File: src/rtl/float_pkg.sv
// float_pkg: shared widths, field helpers and rounding-mode constants
// for the small-format floating-point blocks.
package float_pkg;
    localparam int DEF_EXP_W = 5;
    localparam int DEF_MAN_W = 6;
    localparam logic RND_TRUNC = 1'b0;
    localparam logic RND_RNE = 1'b1;
    function automatic int word_w(input int exp_w, input int man_w);
        return 1 + exp_w + man_w;
    endfunction
    function automatic int prod_w(input int man_w);
        return 2 * man_w + 2;
    endfunction
    // Fields are extracted from a zero-extended 64-bit word so one helper serves every format.
    function automatic logic sign_of(input logic [63:0] d, input int exp_w, input int man_w);
        logic [63:0] t;
        t = d >> (exp_w + man_w);
        return t[0];
    endfunction
    function automatic logic [63:0] exp_of(input logic [63:0] d, input int exp_w, input int man_w);
        return (d >> man_w) & ((64'd1 << exp_w) - 64'd1);
    endfunction
    function automatic logic [63:0] man_of(input logic [63:0] d, input int man_w);
        return d & ((64'd1 << man_w) - 64'd1);
    endfunction
endpackage

File: src/rtl/float_mant_mul.sv
// float_mant_mul: registered unsigned mantissa multiplier with clock enable;
// plain RTL so a vendor multiplier core can replace it.
module float_mant_mul #(
    parameter int N = 7
) (
    input  logic           clk,
    input  logic           en,
    input  logic [N-1:0]   a,
    input  logic [N-1:0]   b,
    output logic [2*N-1:0] p
);
    always_ff @(posedge clk)
        if (en) p <= (2*N)'(a) * (2*N)'(b);
endmodule

File: src/rtl/float_mult_pipe.sv
// float_mult_pipe: 3-stage floating-point multiplier with valid/ready flow control,
// truncate or round-to-nearest-even, and overflow/underflow flags.
module float_mult_pipe import float_pkg::*; #(
    parameter  int EXP_W = DEF_EXP_W,
    parameter  int MAN_W = DEF_MAN_W,
    parameter  int BIAS  = 2 ** (EXP_W - 1) - 1,
    localparam int W     = word_w(EXP_W, MAN_W)
) (
    input  logic         clk_i,
    input  logic         rst_i,
    input  logic         valid_i,
    output logic         ready_o,
    input  logic [W-1:0] data_1_i,
    input  logic [W-1:0] data_2_i,
    input  logic         round_mode_i,
    output logic         valid_o,
    input  logic         ready_i,
    output logic [W-1:0] data_mult_o,
    output logic         overflow_o,
    output logic         underflow_o
);
    localparam int PW = prod_w(MAN_W);
    localparam int XW = EXP_W + 3;
    logic en;
    logic a_s, b_s;
    logic [EXP_W-1:0] a_e, b_e;
    logic [MAN_W-1:0] a_m, b_m;
    logic v1, s1_sign, s1_zero, s1_rne;
    logic [EXP_W:0] s1_es;
    logic [MAN_W:0] s1_ma, s1_mb;
    logic v2, s2_sign, s2_zero, s2_rne;
    logic [EXP_W:0] s2_es;
    logic [PW-1:0] s2_p;
    logic n, guard, sticky, inc, c, of, uf;
    logic [MAN_W-1:0] m_raw, m_rnd;
    logic [XW-1:0] e_pre, e_out;
    logic [W-1:0] res;
    // One enable for the whole pipe: it only freezes when the output is stuck.
    assign en = ~valid_o | ready_i;
    assign ready_o = en;
    assign a_s = sign_of(64'(data_1_i), EXP_W, MAN_W);
    assign b_s = sign_of(64'(data_2_i), EXP_W, MAN_W);
    assign a_e = EXP_W'(exp_of(64'(data_1_i), EXP_W, MAN_W));
    assign b_e = EXP_W'(exp_of(64'(data_2_i), EXP_W, MAN_W));
    assign a_m = MAN_W'(man_of(64'(data_1_i), MAN_W));
    assign b_m = MAN_W'(man_of(64'(data_2_i), MAN_W));
    always_ff @(posedge clk_i)
        if (rst_i) v1 <= 1'b0;
        else if (en) begin
            v1 <= valid_i;
            s1_sign <= a_s ^ b_s;
            s1_zero <= (a_e == '0) | (b_e == '0);
            s1_rne <= round_mode_i == RND_RNE;
            s1_es <= {1'b0, a_e} + {1'b0, b_e};
            s1_ma <= {1'b1, a_m};
            s1_mb <= {1'b1, b_m};
        end
    float_mant_mul #(.N(MAN_W + 1)) u_mul (
        .clk(clk_i),
        .en (en),
        .a  (s1_ma),
        .b  (s1_mb),
        .p  (s2_p)
    );
    // The exponent is kept biased-up (Es + n + c) so under/overflow are unsigned compares.
    always_comb begin
        n = s2_p[PW-1];
        m_raw = n ? s2_p[2*MAN_W:MAN_W+1] : s2_p[2*MAN_W-1:MAN_W];
        guard = n ? s2_p[MAN_W] : s2_p[MAN_W-1];
        sticky = n ? |s2_p[MAN_W-1:0] : |s2_p[MAN_W-2:0];
        inc = s2_rne & guard & (sticky | m_raw[0]);
        {c, m_rnd} = {1'b0, m_raw} + (MAN_W+1)'(inc);
        e_pre = XW'(s2_es) + XW'(n) + XW'(c);
        e_out = e_pre - XW'(BIAS);
        uf = ~s2_zero & (e_pre <= XW'(BIAS));
        of = ~s2_zero & ~uf & (e_out > XW'(2 ** EXP_W - 1));
        res = (s2_zero | uf) ? '0 : of ? {s2_sign, {(EXP_W + MAN_W){1'b1}}} : {s2_sign, e_out[EXP_W-1:0], m_rnd};
    end
    always_ff @(posedge clk_i)
        if (rst_i) begin
            v2 <= 1'b0;
            valid_o <= 1'b0;
            data_mult_o <= '0;
            overflow_o <= 1'b0;
            underflow_o <= 1'b0;
        end else if (en) begin
            v2 <= v1;
            s2_sign <= s1_sign;
            s2_zero <= s1_zero;
            s2_rne <= s1_rne;
            s2_es <= s1_es;
            valid_o <= v2;
            {overflow_o, underflow_o, data_mult_o} <= v2 ? {of, uf, res} : '0;
        end
endmodule

File: config.mk
export PLATFORM = sky130hd
export DESIGN_NAME = float_mult_pipe
export DESIGN_NICKNAME = d
export VERILOG_FILES = /design/src/rtl/float_pkg.sv /design/src/rtl/float_mant_mul.sv /design/src/rtl/float_mult_pipe.sv
export SDC_FILE = /design/constraint.sdc
export NUM_CORES = 1
export LEC_CHECK = 0
export CAP_MARGIN = 20
export CORE_MARGIN = 2
export CORE_UTILIZATION = 55
export CTS_CLUSTER_SIZE = 20
export DETAILED_ROUTE_END_ITERATION = 10
export HOLD_SLACK_MARGIN = 0.12
export PLACE_DENSITY = 0.84
export REMOVE_ABC_BUFFERS = 1
export SYNTH_ARGS = -nofsm -noshare
export SYNTH_HDL_FRONTEND = slang
export SYNTH_SLANG_ARGS = --single-unit
File: constraint.sdc
create_clock -name clk_i -period 4.9 [get_ports clk_i]
set_input_delay 1.47 -clock clk_i [delete_from_list [all_inputs] [get_ports clk_i]]
set_output_delay 1.47 -clock clk_i [all_outputs]
set_load 0.02 [all_outputs]
==> flow_summary.yaml, run 1 <==
run_status:
  status: "complete, no violations"
synthesis:
  yosysMostFrequentCell: "edfxtp_1"
  yosysUniqueCellTypes: 50
  synth_seq_cells: 61
  synthesis.area_per_instance_um2: 10.8
  seq_area_frac_synth: 0.399
  async_reset_ff_frac: 0
  synth_top_area_frac: 0.317
  synthCells: 387
  yosys-top-cells-area: "edfxtp_1 32%, fa_1 12%, ha_1 12%"
  synth_edf_count: 44
  synthTopCellsByCount: "44 x edfxtp_1, 39 x ha_1, 39 x nand2_1, 34 x inv_1, 26 x fa_1"
  synth_top_area_cell: "edfxtp_1"
  synth_ff_type: "edfxtp_1"
  ys_warn_count: 0
  syn_area_mm2: 0.00417
route:
  drt-pass1-iter-count: 4
  vias: 3039
  wl_met1_um: 3300
  vias_per_cell: 5.59
  met3_length_um: 390
  wl_met2_um: 4140
  totalWireLength_um: 8030
  wl_per_cell_um: 14.8
  highest_layer: "met4"
  drc_errors: 0
  ant_nets: 0
  drtIter0Drc: 142
timing:
  rsz0062_at_grt: "no"
  fin_skew_ns: 0.00583
  worstMarginPinSlew_ns: 0.879
  holdWs_ns: 0.424
  slew_headroom: 0.409
  tns_ns: 0
  clock.fmax_ghz: 0.209
  finalHoldViolCount: 0
  finalCritPeriodShare: 0.977
  final.min_clock_period_ns: 4.79
  slew_viol_final: 0
  setup_viol: 0
placement:
  io_buffers: 44
  gp_congestion: 0.885
  dp_hpwl_um: 6280
  placed_cell_area_mm2: 0.00474
finish:
  final_layout_size_suffix_gt1_frac: 0.0719
  multi_input_area_mm2: 0.00233
  syn_to_final_growth_pct: 18.7
  regArea_mm2: 0.00166
  n_fill_cell: 554
  final_nets: 534
  insertedDiodeCount: 0
  stdcell_area_mm2: 0.00494
setup_path:
  worstPathArrival_ns: 4.89
  cp-end-kind: "register"
  worstSetupStartpointType: "register"
  path_max_fanout: 7
  criticalPathCategory: "reg -> reg"
  crit_required_ns: 5.00
grt:
  grt_overflow_total: 0
  grt_pass1_vias: 2987
  grtUsageTotal: 0.210
  grt_max_degree: 31
  antenna_found_initial: 0
  grt_pass1_wl_um: 13600
die:
  io_pins: 45
  dieWidth_um: 91.0
  core_mm2: 0.00729
  start_util: 0.571
  core.rowCount: 31
  fp.dieH_um: 91.0
  die_area_mm2: 0.00829
clocking:
  cts_tree: "built"
  post_cts_buffers: 0
  ctsHoldBuffers: 0
  clock_sinks: 61
  cts.clk_slew.worst_paths_ns: 0.08
  h-tree-depth: 3
  clockBufferDepth: 2
  root_buffer: "clkbuf_8"
  insertion_delay_ns: 0.35
  cts_made_buffers: 9
  cts_resized: 0
flow_run:
  maxCapViolations: 0
pwr:
  powerDensity_mw_per_mm2: 409
  peakVddDrop_mv: 0.256
  leakagePower_nw: 2.07
min_path:
  hold_path.class: "reg -> reg"
==> through the flow <==
step	power [mW]	instances	util	setup WS, ns
detailed placement	1.56	528	0.651	0.206
finish	2.02	544	0.678	0.114
global placement	1.53	528	0.651	0.333
floorplan	1.37	377	-	0.446
CTS	2.02	544	0.678	0.172
global route	2.17	544	0.678	0.00898
==> critical path: stages, from the launching register on <==
cell	delay, ns
edfxtp_1	0.51
and2_1	0.23
fa_1	0.54
inv_1	0.05
fa_1	0.46
fa_1	0.54
inv_1	0.05
fa_1	0.47
ha_1	0.36
and2_1	0.21
a221oi_1	0.33
o21ai_0	0.18
a41o_1	0.28
o22a_1	0.20
xnor2_1	0.12
==> cells in the final DEF (no fill, tap or decap), types with 17 or more instances in the layout <==
cell type	instances
fa_1	26
nor2_1	18
dfxtp_1	17
nand2_1	39
inv_1	34
a21oi_1	20
xnor2_1	20
ha_1	39
and2_1	25
clkdlybuf4s50_1	44
edfxtp_1	44
==> cells by family after synthesis <==
group,count (synthesis),share of synthesized area
AOI/OAI and AO/OA,67,0.105
xor gates and xnor gates,23,0.0484
adders and majority gates,65,0.242
buffers and inverters,44,0.0421
DFF,61,0.399
muxes,4,0.0102
and+or+nand+nor,123,0.154
==> report_power, final <==
| group | switching (mW) | leakage [nW] | internal, mW |
|---|---|---|---|
| logic | 0.415 | 1.39 | 0.392 |
| clock network | 0.219 | 0.100 | 0.237 |
| registers | 0.0921 | 0.580 | 0.666 |
==> metal layers <==
metal,global-route usage,vias to the layer above
met1,0.245,1459
met3,0.0440,17
met4,0.112,0
met5,0,-
li1,-,1459
met2,0.364,104
==> layout make-up <==
| cell class | count | share of cell area |
|---|---|---|
| clock inverters | 7 | 0.0149 |
| repair buffers | 52 | 0.101 |
| inverters | 34 | 0.0258 |
| clock buffers | 9 | 0.0251 |
| multi-input cells | 282 | 0.472 |
| well taps | 99 | 0.0251 |
| flip-flops and latches | 61 | 0.336 |
==> state kept, by name, summed over array words and instances, names as in the netlist <==
register and cells:
overflow_o 1, u_mul.p 14, data_mult_o 12, s1_mb 6, underflow_o 1, v1 1, v2 1, s1_sign 1
s1_zero 1, s1_rne 1, s2_zero 1, s2_sign 1, s1_es 6, s1_ma 6, valid_o 1, s2_rne 1
s2_es 6
==> worst paths after layout <==
check / from / endpoint / slack, ns / cells past startpoint
setup / recovery: s1_ma[3] / u_mul.p[13] / 0.11 / 14
hold / removal: s1_rne / s2_rne / 0.42 / 0
setup reg to reg: s1_ma[3] / u_mul.p[13] / 0.11 / 14
hold reg to reg: s1_rne / s2_rne / 0.42 / 0
Note: power is estimated with default switching activity, not from simulation.
==> run 2, diff against run 1 <==
--- a/config.mk
+++ b/config.mk
@@ -6,7 +6,7 @@
 export NUM_CORES = 1
 export LEC_CHECK = 0
 export CAP_MARGIN = 20
-export CORE_MARGIN = 2
+export CORE_MARGIN = 1
 export CORE_UTILIZATION = 55
 export CTS_CLUSTER_SIZE = 20
 export DETAILED_ROUTE_END_ITERATION = 10
==> run 2 against run 1 <==
Clock power about the same. Critical endpoint unchanged. Largest power group unchanged. Highest routed layer unchanged. Fmax grew 2.8%. Via count shrank 0.16%.
==> flow_summary.yaml, run 2 (same netlist as run 1, synthesis figures left out) <==
clocking:
  cts_resized: 0
  h-tree-depth: 3
  insertion_delay_ns: 0.35
  cts.clk_slew.worst_paths_ns: 0.08
  root_buffer: "clkbuf_8"
  cts_made_buffers: 9
  clockBufferDepth: 2
  clock_sinks: 61
  cts_tree: "built"
timing:
  fin_skew_ns: 0.0101
  tns_ns: 0
  slew_headroom: 0.379
  finalHoldViolCount: 0
  finalCritPeriodShare: 0.950
  holdWs_ns: 0.424
  slew_viol_final: 0
  worstMarginPinSlew_ns: 0.924
  final.min_clock_period_ns: 4.66
  setup_viol: 0
  clock.fmax_ghz: 0.215
die:
  dieWidth_um: 89.0
  core_mm2: 0.00729
  core.rowCount: 31
  start_util: 0.571
  die_area_mm2: 0.00793
  io_pins: 45
  fp.dieH_um: 89.0
finish:
  final_layout_size_suffix_gt1_frac: 0.0883
  top_register: "u_mul.p"
  syn_to_final_growth_pct: 20.1
  mostFrequentLayoutCells: "44 x clkdlybuf4s50_1, 44 x edfxtp_1, 39 x nand2_1, 39 x ha_1, 34 x inv_1"
  reg.largest.list: "u_mul.p: 14 flops, data_mult_o: 12 flops"
  final_nets: 542
  largest_reg_flops: 14
  final_util: 0.686
  insertedDiodeCount: 0
  layoutNonFillerInstCount: 552
  stdcell_area_mm2: 0.00500
grt:
  grt_util_met1: 0.250
  use_met3: 0.0452
  use_met2: 0.411
  grt_pass1_vias: 3051
  grt_max_degree: 31
  grtUsageTotal: 0.227
  grt_busiest_layer: "met2"
  antenna_found_initial: 0
  grt_pass1_wl_um: 13200
  grt_overflow_total: 0
setup_path:
  slowest_stage: "fa_1"
  crit_top_cell: "fa_1"
  criticalPathCategory: "reg -> reg"
  crit_required_ns: 5.00
  cp-end-kind: "register"
  r2r_end: "u_mul.p[13]"
  worstSetupStartpointType: "register"
  worstPathArrival_ns: 4.76
  r2r_start: "s1_mb[4]"
  max_stage_delay_ns: 0.55
  cp_top_family: "adder cells"
  worstRegToRegCells: 14
  path_buf_inv: 2
  path_cells: "and2_1, fa_1, inv_1, fa_1, fa_1, inv_1, fa_1, ha_1, and2_1, a221oi_1, o21ai_0, a41o_1, o22a_1, xnor2_1"
  path_max_fanout: 7
  reg2reg_slack_ns: 0.24
pwr:
  powerDensity_mw_per_mm2: 405
  combPwrFrac: 0.403
  seqPwrFrac: 0.373
  peakVddDrop_mv: 0.287
  p_sw_frac: 0.359
  p_sw_mw: 0.727
  leakagePower_nw: 2.10
  clockPowerShare: 0.224
  p_int_mw: 1.30
route:
  vias_per_cell: 5.50
  vias: 3034
  wl_per_cell_um: 14.9
  drc_errors: 0
  drtIter0Drc: 101
  ant_nets: 0
  totalWireLength_um: 8240
  drt-pass1-iter-count: 4
min_path:
  hold_path.class: "reg -> reg"
  hold_depth: 0
  worstHoldEndpoint: "s2_sign"
  hp-start: "s1_sign"
placement:
  gp_congestion: 0.904
  dp_hpwl_um: 6380
  dp.cells: 528
  placed_cell_area_mm2: 0.00474
  io_buffers: 44
flow_run:
  maxCapViolations: 0
run_status:
  status: "complete, no violations"
## run 2: worst max path at each step
stage	slack, ns	start	cells after the start	to
6_report	0.24	s1_mb[4]	14	u_mul.p[13]
5_1_grt	-0.0009	s1_mb[4]	14	u_mul.p[13]
3_3_place_gp	0.33	s1_mb[5]	14	u_mul.p[13]
4_1_cts	0.19	s1_ma[3]	14	u_mul.p[13]
3_5_place_dp	0.17	s1_ma[3]	14	u_mul.p[13]
2_1_floorplan	0.45	s1_ma[1]	14	u_mul.p[13]
## run 2: repair_timing
item                                   in CTS  in global routing
setup endpoints to repair                   0                  1
endpoints found under the hold margin       0                  0
setup buffers                               0                  8
hold buffers                                0                  0
## run 2: per-stage QoR
step	setup slack, ns	power (mW)
6_report	0.243	2.03
5_1_grt	-0.000935	2.17
4_1_cts	0.187	2.03
3_5_place_dp	0.168	1.57
3_3_place_gp	0.334	1.52
2_1_floorplan	0.446	1.37
## run 2: power groups by stage
stage,clock network (mW),logic (mW),registers (mW)
3_5_place_dp,0,0.800,0.768
4_1_cts,0.458,0.812,0.756
6_report,0.454,0.816,0.757
3_3_place_gp,0,0.761,0.762
5_1_grt,0.478,0.924,0.768
2_1_floorplan,0,0.622,0.750
## run 2: cell type report
class,count,area (µm²)
multi-input combinational,282,2330
fill,564,2290
sequential,61,1660
timing repair buffer,60,561
inverter,34,128
clock buffer,9,124
tap,99,124
clock inverter,7,73.8
## run 2: metal layers
metal  vias to the layer above  part of all wire
li1                       1483                 -
met1                      1443              0.41
met2                        78              0.52
met3                        30             0.038
met4                         0             0.037
met5                         -                 0
